File: src/rtl/hex_word_loader_pkg.sv
// ---------------------------------------------------------------------------
// loader_pkg
// Shared types and constants for the hex word loader: FSM state encoding,
// word/nibble geometry and the nibble shift helper used to assemble words.
// No ports (package).
// ---------------------------------------------------------------------------
package loader_pkg;

  localparam int unsigned WORD_W           = 16;
  localparam int unsigned NIB_W            = 4;
  localparam int unsigned NIBBLES_PER_WORD = 4;
  localparam int unsigned IDX_W            = 2;

  typedef enum logic [0:0] {
    COLLECT = 1'b0,
    WRITE   = 1'b1
  } state_e;

  // Shift a nibble into the low end so the first nibble entered ends up MSB.
  function automatic logic [WORD_W-1:0] shift_in_nibble(
    input logic [WORD_W-1:0] word,
    input logic [NIB_W-1:0]  nib
  );
    return {word[WORD_W-NIB_W-1:0], nib};
  endfunction

endpackage

File: src/rtl/hex_word_loader_if.sv
// ---------------------------------------------------------------------------
// hex_word_loader_if
// Valid/ready memory write port between the loader and program memory.
//   wr_valid : loader -> memory, write request
//   wr_ready : memory -> loader, write accepted when high with wr_valid
//   wr_addr  : loader -> memory, 16-bit write address
//   wr_data  : loader -> memory, 16-bit write data
// Modports: master (loader side), slave (memory side).
// ---------------------------------------------------------------------------
interface hex_word_loader_if;
  import loader_pkg::*;

  logic              wr_valid;
  logic              wr_ready;
  logic [WORD_W-1:0] wr_addr;
  logic [WORD_W-1:0] wr_data;

  modport master (
    output wr_valid,
    output wr_addr,
    output wr_data,
    input  wr_ready
  );

  modport slave (
    input  wr_valid,
    input  wr_addr,
    input  wr_data,
    output wr_ready
  );

endinterface

File: src/rtl/hex_word_loader_key_pulse.sv
// ---------------------------------------------------------------------------
// key_pulse
// Turns the raw, active-low, asynchronous Enter button into a single-cycle
// press pulse: 2-flop synchronizer -> optional debounce -> press-edge detect.
// Release never produces a pulse.
// Optional feature macro: LOADER_DEBOUNCE_EN (debounce counter between the
// synchronizer and the edge detector; DEBOUNCE_CYCLES ignored otherwise).
// Ports:
//   clk         : system clock
//   rst         : synchronous active-high reset
//   key_n       : raw Enter button, active-low, asynchronous
//   enter_pulse : one-cycle pulse on each accepted press
// ---------------------------------------------------------------------------
module key_pulse #(
  parameter int DEBOUNCE_CYCLES = 50000
) (
  input  logic clk,
  input  logic rst,
  input  logic key_n,
  output logic enter_pulse
);

  if (DEBOUNCE_CYCLES < 1) begin : g_bad_debounce
    $error("key_pulse: DEBOUNCE_CYCLES must be at least 1");
  end

  // Synchronizer flops hold the raw (active-low) level; reset to released.
  logic sync1_q, sync1_d;
  logic sync2_q, sync2_d;
  logic pressed_s;
  logic level_s;
  logic prev_q, prev_d;
  logic pulse_q, pulse_d;

  // Synchronizer next state: shift the raw key through two flops.
  always_comb begin
    sync1_d = key_n;
    sync2_d = sync1_q;
  end

  assign pressed_s = ~sync2_q;

`ifdef LOADER_DEBOUNCE_EN
  localparam int              CNT_W    = $clog2(DEBOUNCE_CYCLES + 1);
  localparam logic [CNT_W-1:0] CNT_LAST = CNT_W'(DEBOUNCE_CYCLES - 1);
  localparam logic [CNT_W-1:0] CNT_ONE  = CNT_W'(1);
  localparam logic [CNT_W-1:0] CNT_ZERO = CNT_W'(0);

  logic             level_q, level_d;
  logic [CNT_W-1:0] cnt_q, cnt_d;

  // Debounce: flip the accepted level only after DEBOUNCE_CYCLES consecutive
  // disagreeing cycles; any agreeing cycle (bounce) restarts the count.
  always_comb begin
    level_d = level_q;
    cnt_d   = cnt_q;
    if (pressed_s != level_q) begin
      if (cnt_q == CNT_LAST) begin
        level_d = pressed_s;
        cnt_d   = CNT_ZERO;
      end else begin
        cnt_d = cnt_q + CNT_ONE;
      end
    end else begin
      cnt_d = CNT_ZERO;
    end
  end

  // Debounce state register.
  always_ff @(posedge clk) begin
    if (rst) begin
      level_q <= 1'b0;
      cnt_q   <= CNT_ZERO;
    end else begin
      level_q <= level_d;
      cnt_q   <= cnt_d;
    end
  end

  assign level_s = level_q;
`else
  assign level_s = pressed_s;
`endif

  // Edge detector next state: pulse only on released -> pressed.
  always_comb begin
    prev_d  = level_s;
    pulse_d = level_s & ~prev_q;
  end

  // Synchronizer and edge-detector registers.
  always_ff @(posedge clk) begin
    if (rst) begin
      sync1_q <= 1'b1;
      sync2_q <= 1'b1;
      prev_q  <= 1'b0;
      pulse_q <= 1'b0;
    end else begin
      sync1_q <= sync1_d;
      sync2_q <= sync2_d;
      prev_q  <= prev_d;
      pulse_q <= pulse_d;
    end
  end

  assign enter_pulse = pulse_q;

endmodule

File: src/rtl/hex_word_loader.sv
// ---------------------------------------------------------------------------
// hex_word_loader
// Operator-driven memory loader. Assembles 16-bit words one hex nibble at a
// time (switches + Enter), then writes each completed word to program memory
// at an auto-incrementing address over a valid/ready port.
// Optional feature macro: LOADER_DEBOUNCE_EN (Enter key debounce).
// Parameters:
//   BASE_ADDR       : address of the first write after reset
//   DEBOUNCE_CYCLES : stable cycles to accept a key change (>=1, debounce only)
// Ports:
//   Clock     : system clock, all state on posedge
//   Reset     : synchronous active-high reset
//   SW_NIB    : nibble from the switches, sampled on the Enter pulse
//   KEY_ENTER : raw Enter button, active-low, asynchronous
//   wr        : memory write port (master modport)
//   word_out  : word being assembled (display)
//   addr_out  : next write address (display)
//   nib_idx   : nibbles entered into the current word (0-3)
// ---------------------------------------------------------------------------
module hex_word_loader
  import loader_pkg::*;
#(
  parameter logic [15:0] BASE_ADDR       = 16'h0000,
  parameter int          DEBOUNCE_CYCLES = 50000
) (
  input  logic                    Clock,
  input  logic                    Reset,
  input  logic [NIB_W-1:0]        SW_NIB,
  input  logic                    KEY_ENTER,
  hex_word_loader_if.master       wr,
  output logic [WORD_W-1:0]       word_out,
  output logic [WORD_W-1:0]       addr_out,
  output logic [IDX_W-1:0]        nib_idx
);

  localparam logic [IDX_W-1:0]  LAST_IDX  = IDX_W'(NIBBLES_PER_WORD - 1);
  localparam logic [IDX_W-1:0]  IDX_ONE   = IDX_W'(1);
  localparam logic [IDX_W-1:0]  IDX_ZERO  = IDX_W'(0);
  localparam logic [WORD_W-1:0] WORD_ZERO = WORD_W'(0);
  localparam logic [WORD_W-1:0] ADDR_ONE  = WORD_W'(1);

  logic enter_pulse_s;

  state_e            state_q, state_d;
  logic [WORD_W-1:0] word_q, word_d;
  logic [IDX_W-1:0]  nib_q, nib_d;
  logic              wr_valid_q, wr_valid_d;
  logic [WORD_W-1:0] wr_addr_q, wr_addr_d;
  logic [WORD_W-1:0] wr_data_q, wr_data_d;
  logic [WORD_W-1:0] addr_q, addr_d;

  key_pulse #(
    .DEBOUNCE_CYCLES (DEBOUNCE_CYCLES)
  ) u_key_pulse (
    .clk         (Clock),
    .rst         (Reset),
    .key_n       (KEY_ENTER),
    .enter_pulse (enter_pulse_s)
  );

  // FSM next state and datapath: collect nibbles, then hold the write
  // request until the memory accepts it. Enter presses in WRITE are dropped.
  always_comb begin
    state_d    = state_q;
    word_d     = word_q;
    nib_d      = nib_q;
    wr_valid_d = wr_valid_q;
    wr_addr_d  = wr_addr_q;
    wr_data_d  = wr_data_q;
    addr_d     = addr_q;
    case (state_q)
      COLLECT: begin
        if (enter_pulse_s) begin
          word_d = shift_in_nibble(word_q, SW_NIB);
          if (nib_q == LAST_IDX) begin
            nib_d      = IDX_ZERO;
            wr_data_d  = shift_in_nibble(word_q, SW_NIB);
            wr_addr_d  = addr_q;
            wr_valid_d = 1'b1;
            state_d    = WRITE;
          end else begin
            nib_d = nib_q + IDX_ONE;
          end
        end else begin
          state_d = COLLECT;
        end
      end
      WRITE: begin
        if (wr_valid_q && wr.wr_ready) begin
          wr_valid_d = 1'b0;
          addr_d     = addr_q + ADDR_ONE;  // wraps modulo 2^16
          state_d    = COLLECT;
        end else begin
          state_d = WRITE;
        end
      end
      default: begin
        state_d    = COLLECT;
        wr_valid_d = 1'b0;
      end
    endcase
  end

  // State and output registers; reset aborts any pending write.
  always_ff @(posedge Clock) begin
    if (Reset) begin
      state_q    <= COLLECT;
      word_q     <= WORD_ZERO;
      nib_q      <= IDX_ZERO;
      wr_valid_q <= 1'b0;
      wr_addr_q  <= WORD_ZERO;
      wr_data_q  <= WORD_ZERO;
      addr_q     <= BASE_ADDR;
    end else begin
      state_q    <= state_d;
      word_q     <= word_d;
      nib_q      <= nib_d;
      wr_valid_q <= wr_valid_d;
      wr_addr_q  <= wr_addr_d;
      wr_data_q  <= wr_data_d;
      addr_q     <= addr_d;
    end
  end

  assign wr.wr_valid = wr_valid_q;
  assign wr.wr_addr  = wr_addr_q;
  assign wr.wr_data  = wr_data_q;
  assign word_out    = word_q;
  assign addr_out    = addr_q;
  assign nib_idx     = nib_q;

endmodule

File: src/flat_wrapper.sv
// flat-port wrapper written by rule: the top's interface ports become plain ports
module hex_word_loader_flat import loader_pkg::*;
#(
  parameter logic [15:0] BASE_ADDR       = 16'h0000,
  parameter int          DEBOUNCE_CYCLES = 50000
)
  (Clock, Reset, SW_NIB, KEY_ENTER, word_out, addr_out, nib_idx, wr_wr_valid, wr_wr_addr, wr_wr_data, wr_wr_ready);
  hex_word_loader_if wr_i ();
  input  logic Clock;
  input  logic Reset;
  input  logic [NIB_W-1:0] SW_NIB;
  input  logic KEY_ENTER;
  output logic [WORD_W-1:0] word_out;
  output logic [WORD_W-1:0] addr_out;
  output logic [IDX_W-1:0] nib_idx;
  output wire logic [$bits(wr_i.wr_valid)-1:0] wr_wr_valid;
  output wire logic [$bits(wr_i.wr_addr)-1:0] wr_wr_addr;
  output wire logic [$bits(wr_i.wr_data)-1:0] wr_wr_data;
  input wire logic [$bits(wr_i.wr_ready)-1:0] wr_wr_ready;
  assign wr_wr_valid = wr_i.wr_valid;
  assign wr_wr_addr = wr_i.wr_addr;
  assign wr_wr_data = wr_i.wr_data;
  assign wr_i.wr_ready = wr_wr_ready;
  hex_word_loader #(.BASE_ADDR(BASE_ADDR), .DEBOUNCE_CYCLES(DEBOUNCE_CYCLES)) u_core (.Clock(Clock), .Reset(Reset), .SW_NIB(SW_NIB), .KEY_ENTER(KEY_ENTER), .wr(wr_i), .word_out(word_out), .addr_out(addr_out), .nib_idx(nib_idx));
endmodule
File: config.mk
export PLATFORM = sky130hd
export DESIGN_NAME = hex_word_loader_flat
export DESIGN_NICKNAME = d
export VERILOG_FILES = /design/src/rtl/hex_word_loader_pkg.sv /design/src/rtl/hex_word_loader_if.sv /design/src/rtl/hex_word_loader_key_pulse.sv /design/src/rtl/hex_word_loader.sv /design/src/flat_wrapper.sv
export SDC_FILE = /design/constraint.sdc
export NUM_CORES = 1
export LEC_CHECK = 0
export CAP_MARGIN = 10
export CORE_MARGIN = 2
export CORE_UTILIZATION = 30
export CTS_CLUSTER_SIZE = 28
export DETAILED_ROUTE_END_ITERATION = 8
export SYNTH_ARGS = -nofsm -noshare
export SYNTH_HDL_FRONTEND = slang
export SYNTH_SLANG_ARGS = --single-unit
File: constraint.sdc
create_clock -name Clock -period 1.85 [get_ports Clock]
set_input_delay 0.555 -clock Clock [delete_from_list [all_inputs] [get_ports Clock]]
set_output_delay 0.555 -clock Clock [all_outputs]
set_load 0.02 [all_outputs]
==> out/results.txt <==
Syn. warnings -> 0
EDFF count, synth -> 0
worst hold slack -> 397 ps
startpoint types -> flip-flop
final hold vios -> 0
Final Critical Period -> 1750 ps
Slew Limit Fails -> 0
CTS tree -> built
total internal power -> 2.55 mW
die footprint -> 9620 µm²
Slowest-stage cell, CP -> dfxtp_1
largest net degree at the start of global routing -> 37
Simple-Gate Fraction of Synth Area -> 0.256
DRC Markers -> 0
worst path required time -> 1290 ps
max_slew headroom -> 0.733
WHS Path Cells -> 1
leakage -> 1.76 nW
max incr delay on CP -> 470 ps
Clk pwr share -> 0.487
Sw Share -> 0.198
final clock skew -> 6.45 ps
WP data arrival -> 1200 ps
Port Buffers -> 74
Antenna Violating Nets Remaining -> 0
Clock Sinks -> 72
DRT Pass-1 Iters -> 4
Setup CP Type -> reg2out
maximum fanout along the worst path -> 7
switching pwr -> 0.631 mW
Antenna Cells -> 0
dominant synthesized flop cell -> dfxtp_1
Worst-Margin Slew -> 400 ps
synth unique cells -> 30
ratio of cells with drive above 1 in the final layout -> 0.120
DR vias/cell -> 4.57
first-pass GRT wire length -> 11500 µm
synthesized flop and latch total -> 72
Crit path max-delay family -> flip-flops
nets -> 422
Pwr Density -> 822 nW/µm²
Routed WL -> 6760 µm
Starting Density -> 0.307
Max Freq -> 571 MHz
vias in the first global route -> 2286
main combinational cell family by area after synthesis -> simple AND/OR/NAND/NOR gates
reg-to-reg slack, setup -> 310 ps
RSZ-0062 raised after global routing -> no
Compound-Gate Fraction of Synth Area -> 0.112
Die H -> 98.1 µm
Tot Pwr -> 3.18 mW
FP Rows -> 34
Max Cap Viol -> 0
initial antenna violation count -> 0
ys async rst share -> 0
Detailed Place HPWL -> 4790 µm
Post-Syn Nets -> 331
# IOs -> 75
CP cell instances -> dlygate4sd2_1
area grow syn2layout -> 45.7%
GR Overflow Total -> 0
maximum vdd drop -> 0.313 mV
Avg Cell Area, Syn -> 8.27 µm²
clk buf depth -> 2
mapped cell area -> 2660 µm²
endpoint class of the critical path -> output pin
initial DRC count -> 72
Seq pwr share -> 0.490
mux contribution to synthesized area -> 0.00801
Logic pwr share -> 0.023
sequential cell area fraction in the yosys report -> 0.543
core area -> 8640 µm²
clk slew on worst S/H paths -> 70 ps
total number of vias -> 2401
die width -> 98.1 µm
drt wl/cell -> 12.9 µm
xor and xnor area share after synthesis -> 0.0363
outcome -> finished clean
H-tree depth -> 3
Final setup viols -> 0
gpl congestion -> 0.806
Setup Buffers After CTS -> 0
cts bufs inserted -> 9
Adder-Cell Fraction of Synth Area -> 0.00943
Buffers & Inverters on Critical Path -> 1
min-delay worst type -> reg2reg
gr usage total -> 0.149
WP depth -> 1
Period Utilization, post-route -> 0.946
worst r2r path cells -> 4
clk root buf -> clkbuf_8
Skew-Pair Late Insertion Delay -> 340 ps
Synth Instances -> 321
[cell usage after synthesis (all sizes together), types with 3 or more instances]
cell type | n | area [µm²]
a21oi | 55 | 275
buf | 10 | 47.5
clkbuf | 10 | 37.5
dfxtp | 72 | 1440
nand2 | 106 | 398
nand3 | 4 | 32.5
nand4 | 7 | 43.8
nor2 | 16 | 60.1
nor3 | 4 | 20.0
nor4 | 4 | 40.0
or2 | 3 | 18.8
xnor2 | 7 | 61.3
xor2 | 4 | 35.0
[cell usage in the layout (no fill, tap or decap), drive strengths merged]
cell type      Yosys  final
bufinv             0      3
xor2               4      4
dlygate4sd2        0     62
o21ai              1      1
nor2b              2      2
a31o               2      2
buf               10     27
nand4              7      7
dlymetal6s2s       0      5
and4               2      2
xnor2              7      7
nor4               4      4
or2                3      3
and3               2      2
clkbuf            10     11
nor3               4      4
dfxtp             72     72
clkinvlp           0      1
or3                1      1
a21oi             55     55
nand2            106    106
mux2               1      1
clkdlybuf4s50      0      6
nor2              16     16
clkinv             0      1
and2               1      1
mux2i              1      1
ha                 2      2
nand3              4      4
inv                2      2
nand2b             2      2
[layer usage]
metal	share of wire	up-vias	wire [µm]	GRT usage
met5	0	-	0	0
met4	0.019	0	131	0.0705
met3	0.058	11	392	0.0336
met2	0.45	71	3050	0.226
met1	0.47	1083	3180	0.202
li1	-	1236	-	-
[worst paths after layout]
| kind | start | end |
|---|---|---|
| worst min-delay path | u_core.u_key_pulse.prev_q$_SDFF_PP0_ | u_core.u_key_pulse.enter_pulse$_SDFF_PP0_ |
| worst min register to register | u_core.u_key_pulse.prev_q$_SDFF_PP0_ | u_core.u_key_pulse.enter_pulse$_SDFF_PP0_ |
| worst max register to register | u_core.addr_out[7]$_SDFFE_PP0P_ | u_core.addr_out[15]$_SDFFE_PP0P_ |
| worst max-delay path | u_core.addr_out[7]$_SDFFE_PP0P_ | addr_out[7] |
[kinds of logic after synthesis]
family | after synthesis
and+or+nand+nor | 154
DFF | 72
AOI/OAI and AO/OA | 58
buffers and inverters | 22
xor gates and xnor gates | 11
muxes | 2
adders and majority gates | 2
[power by group through the flow]
| stage | Sequential (mW) | Combinational [mW] | Clock, mW |
|---|---|---|---|
| global route | 1.56 | 0.0816 | 1.65 |
| floorplan | 1.60 | 0.0337 | 0 |
| CTS | 1.56 | 0.0747 | 1.58 |
| detailed placement | 1.59 | 0.0765 | 0 |
| global placement | 1.59 | 0.0763 | 0 |
| finish | 1.56 | 0.0739 | 1.55 |
[registers in the layout, indices dropped and copies added (netlist names)]
| name | cells |
|---|---|
| u_core.addr_out | 16 |
| u_core.nib_idx | 2 |
| u_core.state_q | 1 |
| u_core.u_key_pulse.enter_pulse | 1 |
| u_core.u_key_pulse.prev_q | 1 |
| u_core.u_key_pulse.sync1_q | 1 |
| u_core.u_key_pulse.sync2_q | 1 |
| u_core.word_out | 16 |
| u_core.wr.wr_addr | 16 |
| u_core.wr.wr_data | 16 |
| u_core.wr.wr_valid | 1 |
[per-stage QoR]
stage	area [µm²]	instances	setup WS, ps	TNS [ps]	util
after global routing	3870	525	32.4	0	0.448
after detailed placement	3670	509	-316	-2020	0.425
after CTS	3850	525	1.74	0	0.446
after global placement	3670	509	-223	-1510	0.425
final	3870	525	99.3	0	0.448
after floorplan	2660	321	151	0	-
[cell type report]
cell class	instances	area, µm²
fillers	903	4770
flip-flops and latches	72	1440
inverters	2	7.51
clock buffers	11	151
multi-input cells	227	1130
clock inverters	5	103
well taps	108	135
repair buffers	100	903
[repair_timing]
item                       in CTS  in global routing
gates resized for setup        62                  6
hold buffers                    0                  0
setup endpoints to repair      62                  6
pin swaps                       0                  0
(Power assumes the default switching activity.)
